$ cat config.mk
export PLATFORM = sky130hd
export DESIGN_NAME = adder_pipe_nbit_flat
export DESIGN_NICKNAME = d
export VERILOG_FILES = /design/src/rtl/adder_pipe_nbit_pkg.sv /design/src/rtl/adder_pipe_nbit_if.sv /design/src/rtl/adder_pipe_nbit_slice.sv /design/src/rtl/adder_pipe_nbit.sv /design/src/flat_wrapper.sv
export SDC_FILE = /design/constraint.sdc
export NUM_CORES = 1
export LEC_CHECK = 0
export BUFFER_PORTS_ARGS = -buffer_cell sky130_fd_sc_hd__buf_2
export CAP_MARGIN = 30
export CELL_PAD_IN_SITES_DETAIL_PLACEMENT = 1
export CELL_PAD_IN_SITES_GLOBAL_PLACEMENT = 2
export CORE_MARGIN = 1.5
export CORE_UTILIZATION = 25
export CTS_CLUSTER_SIZE = 16
export DETAILED_ROUTE_END_ITERATION = 10
export PLACE_DENSITY_LB_ADDON = 0.1
export SYNTH_ARGS = -nofsm -noshare
export SYNTH_HDL_FRONTEND = slang
export SYNTH_SLANG_ARGS = --single-unit
$ cat constraint.sdc
create_clock -name clk -period 4.2 [get_ports clk]
set_input_delay 0.21 -clock clk [delete_from_list [all_inputs] [get_ports clk]]
set_output_delay 0.21 -clock clk [all_outputs]
set_load 0.05 [all_outputs]
$ cat src/rtl/adder_pipe_nbit_pkg.sv
// Shared definitions for the pipelined adder: operation encoding and the
// signed-overflow rule used by the final stage.
package adder_pkg;

  // Operation select encoding on the sub input.
  localparam logic ADD = 1'b0;
  localparam logic SUB = 1'b1;

  // Two's-complement overflow: both addends share a sign and the result
  // sign differs from it. b_eff_msb is the MSB after the subtract inversion.
  function automatic logic overflow_rule(input logic a_msb,
                                         input logic b_eff_msb,
                                         input logic sum_msb);
    return (a_msb == b_eff_msb) && (sum_msb != a_msb);
  endfunction

endpackage

$ cat src/rtl/adder_pipe_nbit_if.sv
// Streaming bus of the pipelined adder: operand beat in, result beat out,
// each side with its own valid/ready pair.
interface adder_pipe_nbit_if #(
  parameter int WIDTH = 32
);
  logic             in_valid;
  logic             in_ready;
  logic [WIDTH-1:0] a;
  logic [WIDTH-1:0] b;
  logic             cin;
  logic             sub;
  logic             out_valid;
  logic             out_ready;
  logic [WIDTH-1:0] sum;
  logic             cout;
  logic             overflow;
  logic             zero;

  // Producer of operands / consumer of results.
  modport master (
    output in_valid, a, b, cin, sub, out_ready,
    input  in_ready, out_valid, sum, cout, overflow, zero
  );

  // The adder itself.
  modport slave (
    input  in_valid, a, b, cin, sub, out_ready,
    output in_ready, out_valid, sum, cout, overflow, zero
  );
endinterface

$ cat src/rtl/adder_pipe_nbit_slice.sv
// One SLICE-bit adder cell; purely combinational, one instance per stage.
module adder_slice #(
  parameter int SLICE = 8
) (
  input  logic [SLICE-1:0] x,
  input  logic [SLICE-1:0] y,
  input  logic             ci,
  output logic [SLICE-1:0] s,
  output logic             co
);

  // Widen by one bit so the carry out of the slice falls out of the add.
  assign {co, s} = {1'b0, x} + {1'b0, y} + {{SLICE{1'b0}}, ci};

endmodule

$ cat src/rtl/adder_pipe_nbit.sv
// Pipelined WIDTH-bit add/subtract. Each stage adds one SLICE-bit slice and
// registers its carry for the next stage; the operand words travel with the
// beat so later stages find their slices aligned. The last stage owns the
// visible result registers, which only update when a valid beat lands there.
module adder_pipe_nbit
  import adder_pkg::*;
#(
  parameter int WIDTH = 32,
  parameter int SLICE = 8
) (
  input logic              clk,
  input logic              rst,
  adder_pipe_nbit_if.slave bus
);

  localparam int STAGES = WIDTH / SLICE;

  // Reject illegal geometry at elaboration time.
  if ((WIDTH % SLICE) != 0 || WIDTH < 2 || SLICE < 1) begin : g_bad_geometry
    $error("adder_pipe_nbit: WIDTH must be a multiple of SLICE and >= 2");
  end

  // Inputs to stage k. Index 0 is the incoming beat; index k>0 is the
  // register bank written by stage k-1.
  logic             st_valid [STAGES];
  logic             st_c     [STAGES];
  logic [WIDTH-1:0] st_a     [STAGES];
  logic [WIDTH-1:0] st_b     [STAGES];
  logic [WIDTH-1:0] st_sum   [STAGES];

  // Visible result registers, written by the final stage.
  logic             out_valid_reg;
  logic [WIDTH-1:0] sum_reg;
  logic             cout_reg;
  logic             overflow_reg;
  logic             zero_reg;

  // The whole pipeline moves together: it advances unless a result is
  // waiting that downstream refuses. Bubbles therefore advance too.
  logic advance;
  assign advance = bus.out_ready || !out_valid_reg;

  // Subtract is a + ~b + 1, with the borrow-in folded into the carry-in.
  assign st_valid[0] = bus.in_valid;
  assign st_a[0]     = bus.a;
  assign st_b[0]     = bus.b ^ {WIDTH{bus.sub != ADD}};
  assign st_c[0]     = bus.cin ^ (bus.sub == SUB);
  assign st_sum[0]   = '0;

  for (genvar gi = 0; gi < STAGES; gi++) begin : g_stage
    logic [SLICE-1:0] slice_s;
    logic             slice_co;
    logic [WIDTH-1:0] psum_next;

    adder_slice #(
      .SLICE (SLICE)
    ) u_slice (
      .x  (st_a[gi][gi*SLICE +: SLICE]),
      .y  (st_b[gi][gi*SLICE +: SLICE]),
      .ci (st_c[gi]),
      .s  (slice_s),
      .co (slice_co)
    );

    // Merge this stage's slice into the partial sum carried by the beat.
    always_comb begin
      psum_next = st_sum[gi];
      psum_next[gi*SLICE +: SLICE] = slice_s;
    end

    if (gi < STAGES - 1) begin : g_mid
      logic             valid_reg;
      logic             c_reg;
      logic [WIDTH-1:0] a_reg;
      logic [WIDTH-1:0] b_reg;
      logic [WIDTH-1:0] psum_reg;

      // Intermediate stage register: beat, carry and partial sum move on.
      always_ff @(posedge clk) begin
        if (rst) begin
          valid_reg <= 1'b0;
          c_reg     <= 1'b0;
          a_reg     <= '0;
          b_reg     <= '0;
          psum_reg  <= '0;
        end else if (advance) begin
          valid_reg <= st_valid[gi];
          c_reg     <= slice_co;
          a_reg     <= st_a[gi];
          b_reg     <= st_b[gi];
          psum_reg  <= psum_next;
        end
      end

      assign st_valid[gi+1] = valid_reg;
      assign st_c[gi+1]     = c_reg;
      assign st_a[gi+1]     = a_reg;
      assign st_b[gi+1]     = b_reg;
      assign st_sum[gi+1]   = psum_reg;
    end else begin : g_last
      // Final stage: flags are derived from the completed sum and kept
      // until the next valid beat, so bubbles never disturb them.
      always_ff @(posedge clk) begin
        if (rst) begin
          out_valid_reg <= 1'b0;
          sum_reg       <= '0;
          cout_reg      <= 1'b0;
          overflow_reg  <= 1'b0;
          zero_reg      <= 1'b0;
        end else if (advance) begin
          out_valid_reg <= st_valid[gi];
          if (st_valid[gi]) begin
            sum_reg      <= psum_next;
            cout_reg     <= slice_co;
            overflow_reg <= overflow_rule(st_a[gi][WIDTH-1], st_b[gi][WIDTH-1],
                                          psum_next[WIDTH-1]);
            zero_reg     <= (psum_next == '0);
          end
        end
      end
    end
  end

  assign bus.in_ready  = advance;
  assign bus.out_valid = out_valid_reg;
  assign bus.sum       = sum_reg;
  assign bus.cout      = cout_reg;
  assign bus.overflow  = overflow_reg;
  assign bus.zero      = zero_reg;

endmodule

$ cat src/flat_wrapper.sv
// flat-port wrapper written by rule: the top's interface ports become plain ports
module adder_pipe_nbit_flat import adder_pkg::*;
#(
  parameter int WIDTH = 32,
  parameter int SLICE = 8
)
  (clk, rst, bus_in_valid, bus_a, bus_b, bus_cin, bus_sub, bus_out_ready, bus_in_ready, bus_out_valid, bus_sum, bus_cout, bus_overflow, bus_zero);
  adder_pipe_nbit_if #(.WIDTH(WIDTH)) bus_i ();
  input logic clk;
  input logic rst;
  input wire logic [$bits(bus_i.in_valid)-1:0] bus_in_valid;
  input wire logic [$bits(bus_i.a)-1:0] bus_a;
  input wire logic [$bits(bus_i.b)-1:0] bus_b;
  input wire logic [$bits(bus_i.cin)-1:0] bus_cin;
  input wire logic [$bits(bus_i.sub)-1:0] bus_sub;
  input wire logic [$bits(bus_i.out_ready)-1:0] bus_out_ready;
  output wire logic [$bits(bus_i.in_ready)-1:0] bus_in_ready;
  output wire logic [$bits(bus_i.out_valid)-1:0] bus_out_valid;
  output wire logic [$bits(bus_i.sum)-1:0] bus_sum;
  output wire logic [$bits(bus_i.cout)-1:0] bus_cout;
  output wire logic [$bits(bus_i.overflow)-1:0] bus_overflow;
  output wire logic [$bits(bus_i.zero)-1:0] bus_zero;
  assign bus_i.in_valid = bus_in_valid;
  assign bus_i.a = bus_a;
  assign bus_i.b = bus_b;
  assign bus_i.cin = bus_cin;
  assign bus_i.sub = bus_sub;
  assign bus_i.out_ready = bus_out_ready;
  assign bus_in_ready = bus_i.in_ready;
  assign bus_out_valid = bus_i.out_valid;
  assign bus_sum = bus_i.sum;
  assign bus_cout = bus_i.cout;
  assign bus_overflow = bus_i.overflow;
  assign bus_zero = bus_i.zero;
  adder_pipe_nbit #(.WIDTH(WIDTH), .SLICE(SLICE)) u_core (.clk(clk), .rst(rst), .bus(bus_i));
endmodule
After elaboration in Yosys (flattened, before gate mapping)
Index checks and enable logic that the tools add are counted.
Storage, ports and cells
  output and inout port bits: 37
  register bits after elaboration: 282
Cells by class
  bitwise gates (word level): 2
  equal/unequal tests: 2
  reductions and logical operators: 5
  add/sub/neg operators: 8
Operator list (number)
  adder 8 x 8 -> 9 bit: 4
  adder 9 x 1 -> 9 bit: 4
  zero test 32 bit: 1
  bitwise XOR 32 bit: 1
  AND reduction 2 bit: 1
  equality test 1 bit: 1
  logical AND 1 bit: 1
  zero test 1 bit: 1
  logical OR 1 bit: 1
  inequality test 1 bit: 1
  bitwise XOR 1 bit: 1

Logic depth before layout (Yosys ltp)
Gate-level depths: netlist of run 1.
  depth in word-level cells: 4
  depth in mapped cells: 11
  gate-level depth less buffers: 10

Modules after synthesis
Synthesis of run 1 repeated with hierarchy kept, for this count alone.
Unflattened totals
  cell total of the unflattened synthesis: 996
  area, all modules: 7983.9 µm²
By module, submodules not included
  adder_pipe_nbit: seq. area each 3723.6 µm², cells each 832, times used 1, area an instance 6676.4 µm²
  adder_slice at u_core.g_stage[0].u_slice ...: seq. area each 0.0 µm², cells each 42, times used 3, area an instance 331.6 µm²
  adder_slice at u_core.g_stage[3].u_slice: seq. area each 0.0 µm², cells each 38, times used 1, area an instance 312.8 µm²

Worst setup path after synthesis of run 1
OpenSTA, ideal clock, no wires.
  kind: input to register
  from: input bus_sub
  to: register u_core.g_stage[0].g_mid.c_reg
  arrival time: 2.499 ns
  stages: 11
  buffers on the path: 2
  path slack: 1.567 ns
  cells stage by stage: clkbuf_1 > buf_2 > xor2_1 > fa_1 > fa_1 > a21o_1 > a21oi_1 > o21ai_0 > a21o_1 > a21oi_1 > o22ai_1
Between the ends
  longest elaborated chain between the ends: 3
Ends and longest elaborated chain
  start, declared: RTL line flat_wrapper.sv:15  | input wire logic [$bits(bus_i.sub)-1:0] bus_sub;
  bitwise XOR 32 bit: RTL line adder_pipe_nbit.sv:46  | assign st_b[0] = bus.b ^ {WIDTH{bus.sub != ADD}};
  adder 8 x 8 -> 9 bit: RTL line adder_pipe_nbit_slice.sv:13  | assign {co, s} = {1'b0, x} + {1'b0, y} + {{SLICE{1'b0}}, ci};
  adder 9 x 1 -> 9 bit *: RTL line adder_pipe_nbit_slice.sv:13
  end signal, assigned: RTL line adder_pipe_nbit.sv:88  | c_reg <= slice_co;
  end, declared: RTL line adder_pipe_nbit.sv:73  | logic c_reg;
Mark *: on every way between the ends. The rest lies on a longest branch, timed or not.
A chain may end at the register's enable or synchronous reset.

Worst setup path in the final report of run 1
  from: register u_core.out_valid_reg, in the netlist u_core.bus.out_valid
  to: output bus_in_ready
Between the ends
  longest elaborated chain between the ends: 2
Ends and longest elaborated chain
  start, declared: RTL line adder_pipe_nbit.sv:32  | logic out_valid_reg;
  start signal, assigned: RTL line adder_pipe_nbit.sv:111  | out_valid_reg <= st_valid[gi];
  zero test 1 bit: RTL line adder_pipe_nbit.sv:41  | assign advance = bus.out_ready || !out_valid_reg;
  logical OR 1 bit: RTL line adder_pipe_nbit.sv:41
  end, declared: RTL line flat_wrapper.sv:17  | output wire logic [$bits(bus_i.in_ready)-1:0] bus_in_ready;
Every way passes these cells.

==> results of run 1 <==
cell usage after synthesis (all sizes together) (2+ instances only):
| library cell | count | area share [%] |
|---|---|---|
| a211oi | 33 | 3.1 |
| nand4 | 2 | 0.16 |
| mux2i | 3 | 0.38 |
| xor2 | 14 | 1.5 |
| nor3b | 6 | 0.57 |
| buf | 10 | 0.52 |
| inv | 22 | 1.0 |
| nor4 | 7 | 0.63 |
| a21o | 7 | 0.66 |
| or4 | 2 | 0.24 |
| fa | 8 | 2.0 |
| a21oi | 151 | 9.5 |
| ha | 28 | 4.4 |
| nor3 | 11 | 0.76 |
| dfxtp | 186 | 47 |
| o21bai | 4 | 0.38 |
| nand3b | 9 | 0.85 |
| nand2 | 287 | 14 |
| o211ai | 3 | 0.28 |
| xnor2 | 35 | 3.9 |
| nor2 | 53 | 2.5 |
| o22ai | 4 | 0.32 |
| nand3 | 5 | 0.32 |
| clkbuf | 57 | 2.7 |
| o21ai | 11 | 0.69 |
| or3 | 5 | 0.39 |
| nor2b | 4 | 0.32 |
power by group through the flow:
stage | logic (mW) | registers (mW) | clock network, mW
CTS | 0.454 | 1.95 | 1.69
global route | 0.502 | 1.96 | 1.77
global placement | 0.447 | 1.98 | 0
detailed placement | 0.447 | 1.99 | 0
floorplan | 0.299 | 1.97 | 0
finish | 0.441 | 1.94 | 1.63
worst max-delay path by stage:
stage	endpoint	slack [ps]	start
6_report	bus_in_ready	1360	u_core.bus.out_valid
5_1_grt	bus_in_ready	1120	u_core.bus.out_valid
4_1_cts	bus_in_ready	1260	u_core.bus.out_valid
3_5_place_dp	u_core.g_stage[0].g_mid.psum_reg[7]	1350	bus_sub
3_3_place_gp	u_core.g_stage[0].g_mid.psum_reg[7]	1390	bus_sub
2_1_floorplan	u_core.g_stage[0].g_mid.c_reg	1570	bus_sub
layer usage:
layer	GRT usage [%]	routed length (um)	vias up
li1	-	-	3402
met1	21.04	12220	2961
met2	18.86	8861	88
met3	2.822	613	15
met4	3.900	264	0
met5	0	0	-
cell families (layout without fill, tap and decap cells):
group	count (synthesis)	after routing	share of synthesized area, %
adder cells (fa/ha/maj)	36	36	6.430
flip-flops	186	186	46.90
XOR/XNOR	49	49	5.406
multiplexers	3	3	0.3783
AO/OA/AOI/OAI	221	221	15.86
AND/OR/NAND/NOR	396	396	20.77
buffers and inverters	89	171	4.255
tightest hold or removal path: stages:
cell     delay [ps]
buf_2            90
nand2_1          50
a21oi_1          50
per-stage QoR:
stage	total power, mW	std cells	instance area (sq um)	util (%)	hold WS [ps]
2_1_floorplan	2.269	980	7939	-	350.5
3_3_place_gp	2.431	1428	8801	28.04	441.4
3_5_place_dp	2.432	1428	8801	28.04	445.4
4_1_cts	4.092	1464	9428	30.03	0.6284
5_1_grt	4.229	1464	9428	30.03	8.091
6_report	4.010	1464	9428	30.03	21.00
final cells by class:
cell class	instances	area [sq um]
fill	3744	21960
multi-input combinational	705	3885
sequential	186	3724
timing repair buffer	118	651.9
tap	402	503.0
clock buffer	21	460.4
clock inverter	10	116.4
inverter	22	87.58
==> impl_metrics.yaml, run 1 <==
timing:
  relSlewSlack_pct: 41.99
  skew_ps: 15.02
  max_slew.worst_pin.slew_ps: 870.2
  drv_slew: 0
  hold_viol_final: 0
  max_freq_mhz: 352.4
  min_period_ps: 2837
  fin_tns_setup_ps: 0
  setup_viol: 0
  setup_slack_ps: 1363
  fin_crit_sh_pct: 67.56
  rsz0062_at_grt: "no"
setup_path:
  path_max_fanout: 90
  critical_path_class: "reg2out"
  path_depth: 4
  r2r_slack_ps: 1580
  reg2reg_to: "u_core.g_stage[2].g_mid.psum_reg[22]"
  cpPeakStageDelay_ps: 810
  critPathCaptureType: "primary output"
  path_cells: "nor2b_4 > inv_6 > buf_4 > buf_2"
  crit_family: "buffers and inverters"
  crit_slowest_cell: "buf_4"
  worstSetupStartpointType: "flop"
  reg2reg_depth: 9
  crit-reg2reg-launch: "u_core.g_stage[1].g_mid.b_reg[16]"
  critical_path_required_ps: 3990
  critPathBufInv: 3
  arrival_ps: 2630
logic_synthesis:
  ys_seq_area_share_pct: 46.90
  synth_fp_nets: 1086
  synth_cells: 980
  synth_cell_type_count: 45
  synth-edff-count: 0
  synthFlopType: "dfxtp_1"
  synthArstFlopShare_pct: 0
  netlist_area_sq_um: 7939
  ys_warn_count: 0
  synth-seq-cells: 186
  syn_avg_cell_area_sq_um: 8.101
power_and_ir_drop:
  p_leak_nw: 3.814
  ir_drop_mv: 0.2784
  p_sw_mw: 1.039
  power_density_nw_per_um2: 425.4
  clkPwrFrac_pct: 40.5
  p_comb_share_pct: 11.0
  switching_share_pct: 25.91
  seqPwrFrac_pct: 48.5
  p_int_mw: 2.971
clock_network:
  clk_pin_slew_ps: 80
  cts_sinks: 186
  clk_latency_ps: 430
  ctsHoldBuffers: 5
  cts_buffers: 17
  clock_path_buffers: 2
  cts_resized: 0
  cts_tree: "done"
  cts_htree_levels: 4
  post-cts-setup-buffer-count: 0
  cts_root_buf: "clkbuf_16"
drt:
  drc_errors: 0
  vias_per_cell: 4.417
  drtIter0Drc: 302
  wirelength_um: 21960
  first_pass_iters: 4
  vias: 6466
  drtAntennaViolNets: 0
  wire_per_inst_um: 15.00
cells_and_area:
  mostFrequentLayoutCell: "nand2_1"
  mostFrequentLayoutCells: "nand2_1 (287), dfxtp_1 (186), a21oi_1 (151)"
  layout-drive-gt1-share_pct: 13.84
  num_antenna_cells: 0
  area_growth_pct: 18.75
  fin_nets: 1156
global_routing:
  grt_pass1_vias: 6360
  grt_max_degree: 103
  grt_use_total_pct: 13.69
  gr-total-overflow: 0
  grt_first_pass_wirelength_um: 35420
  antenna_found_initial: 0
hold_path:
  worstHoldPathCells: 3
  whs_endpoint: "u_core.g_stage[0].g_mid.a_reg[10]"
  hold_path_class: "in2reg"
  hp-start: "bus_a[10]"
die:
  die_area_sq_um: 32830
  pin_count: 107
  initial_core_util_pct: 25.29
  std_cell_rows: 65
  die_x_um: 181.2
  core_area_sq_um: 31390
  die_h_um: 181.2
run_status:
  status: "finished clean"
job:
  maxCapViolations: 0
placement:
  hpwlAfterDp_um: 14860
  port_buffers: 106
  place.gp.congestion: 0.7111
  dp_slack_ps: 1350
No activity file was read; power rests on OpenSTA's default activity.
==> inputs of run 2 (changes only) <==
==> constraint.sdc (replaced) <==
create_clock -name clk -period 2.5 [get_ports clk]
set_input_delay 0.125 -clock clk [delete_from_list [all_inputs] [get_ports clk]]
set_output_delay 0.125 -clock clk [all_outputs]
set_load 0.05 [all_outputs]
==> run 2 against run 1 <==
Net effect:
- hold slack worse by 2.2 ps
- die area unchanged
- core utilization grew 1.7 points
- first-iteration DRC count is 12% lower
- sequential cell count is the same
- register-to-register slack lost 1500 ps
- total power increased by 67%
- combinational power grew 85%
- critical path type is now reg2reg
- largest power group unchanged
==> impl_metrics.yaml, run 2 (synthesis results as in run 1) <==
run_status:
  status: "finished clean"
clock_network:
  cts_htree_levels: 4
  clk_latency_ps: 430
  cts_sinks: 186
  cts_buffers: 17
  cts_root_buf: "clkbuf_16"
  clk_pin_slew_ps: 80
  cts_tree: "done"
  clock_path_buffers: 2
global_routing:
  grt_first_pass_wirelength_um: 36630
  grt_max_degree: 94
  grt_use_total_pct: 14.06
  antenna_found_initial: 1
  gr-total-overflow: 0
  grt_pass1_vias: 6716
drt:
  drtIter0Drc: 266
  wirelength_um: 22440
  vias_per_cell: 4.422
  vias: 6695
  drc_errors: 0
  drtAntennaViolNets: 0
  first_pass_iters: 4
  wire_per_inst_um: 14.82
cells_and_area:
  seqCellArea_sq_um: 3727
  fin_nets: 1205
  mostFrequentLayoutCells: "nand2_1 (287), dfxtp_1 (183), a21oi_1 (150)"
  post-route-util_pct: 31.76
  area_growth_pct: 25.59
  multiInputGateArea_sq_um: 3926
  stdcell_area_sq_um: 9971
  layout-drive-gt1-share_pct: 15.38
  mostFrequentLayoutCell: "nand2_1"
  num_antenna_cells: 0
  fill_cells: 3744
timing:
  max_freq_mhz: 419.4
  setup_viol: 0
  setup_slack_ps: 115.4
  hold_viol_final: 0
  fin_crit_sh_pct: 95.38
  min_period_ps: 2385
  skew_ps: 11.18
  relSlewSlack_pct: 59.52
  rsz0062_at_grt: "no"
  drv_slew: 0
  max_slew.worst_pin.slew_ps: 604.9
placement:
  hpwlAfterDp_um: 15200
  port_buffers: 106
  dp_slack_ps: -95.20
  postPlaceCellArea_sq_um: 8911
  place.gp.congestion: 0.7467
setup_path:
  critical_path_class: "reg2reg"
  path_max_fanout: 2
  critPathCaptureType: "flop"
  critical_path_required_ps: 2860
  reg2reg_depth: 9
  worstSetupStartpointType: "flop"
  arrival_ps: 2740
hold_path:
  hold_path_class: "in2reg"
  worstHoldPathCells: 3
die:
  die_x_um: 181.2
  std_cell_rows: 65
  die_area_sq_um: 32830
  pin_count: 107
  die_h_um: 181.2
  core_area_sq_um: 31390
  initial_core_util_pct: 25.29
power_and_ir_drop:
  p_leak_nw: 4.043
  power_density_nw_per_um2: 671.0
  ir_drop_mv: 0.4719
job:
  maxCapViolations: 0
[run 2: cell count changes in the layout (fill, tap and decap cells not counted), moves of 3 or more]
| cell | before | now |
|---|---|---|
| dlygate4sd3_1 | 5 | 44 |
| buf_4 | 6 | 12 |
| buf_12 | 1 | 5 |
| clkinv_4 | 1 | 5 |
| fa_1 | 8 | 4 |
| fa_2 | 0 | 4 |
| dfxtp_1 | 186 | 183 |
| dfxtp_2 | 0 | 3 |
[run 2: area by class of cell]
| class | instances | share of cell area [%] |
|---|---|---|
| repair buffers | 167 | 11.71 |
| well taps | 402 | 5.045 |
| flip-flops and latches | 186 | 37.38 |
| multi-input cells | 705 | 39.38 |
| clock inverters | 11 | 0.8910 |
| clock buffers | 21 | 4.718 |
| inverters | 22 | 0.8784 |
[run 2: worst max-delay path, cell delays in order (launching register included)]
cell and delay [ps]:
dfxtp_2 350, fa_2 220, inv_1 60, fa_2 530, nor4b_2 190, nand4_1 140
nor4_2 180, nand4_1 110, or4_1 410, a21oi_1 150
[run 2: metal layers]
| layer | global-route usage, % | share of wire, % | up-vias |
|---|---|---|---|
| li1 | - | - | 3497 |
| met1 | 21.29 | 55 | 3083 |
| met2 | 20.08 | 41 | 99 |
| met3 | 2.479 | 2.5 | 16 |
| met4 | 4.000 | 1.3 | 0 |
| met5 | 0 | 0 | - |
[run 2: repair_timing]
| action | CTS | global route |
|---|---|---|
| hold endpoints to repair | 44 | 0 |
| endpoints found under the setup margin | 3 | 3 |
| buffers inserted | 1 | 1 |
| hold buffers | 44 | 0 |
| pin swaps | 1 | 3 |
| resized for setup | 3 | 13 |
| cloned | 0 | 0 |
[run 2: final timing paths]
path                                                         from                           endpoint  slack [ps]
worst max-delay path            u_core.g_stage[2].g_mid.b_reg[24]                    u_core.bus.zero         120
worst max register to register  u_core.g_stage[2].g_mid.b_reg[24]                    u_core.bus.zero         120
worst min register to register  u_core.g_stage[0].g_mid.a_reg[28]  u_core.g_stage[0].g_mid.a_reg[28]         450
worst min-delay path                                    bus_a[15]  u_core.g_stage[0].g_mid.a_reg[15]          20
[run 2: power breakdown]
part / leakage [nW] / total (mW) / internal, mW / switching (mW)
clock network: 0.266 / 2.60 / 1.37 / 1.24
logic: 2.25 / 0.818 / 0.379 / 0.439
registers: 1.53 / 3.27 / 3.15 / 0.123
[run 2: per-stage QoR]
stage                     setup TNS (ps)  cells  power, mW  hold WS (ps)
after global placement                 0   1436      4.110         372.7
after floorplan                        0    980      3.812         265.5
after detailed placement          -128.5   1436      4.114         378.3
after global routing                   0   1514      7.053         12.24
final                                  0   1514      6.690         18.82
after CTS                              0   1513      6.824         1.516
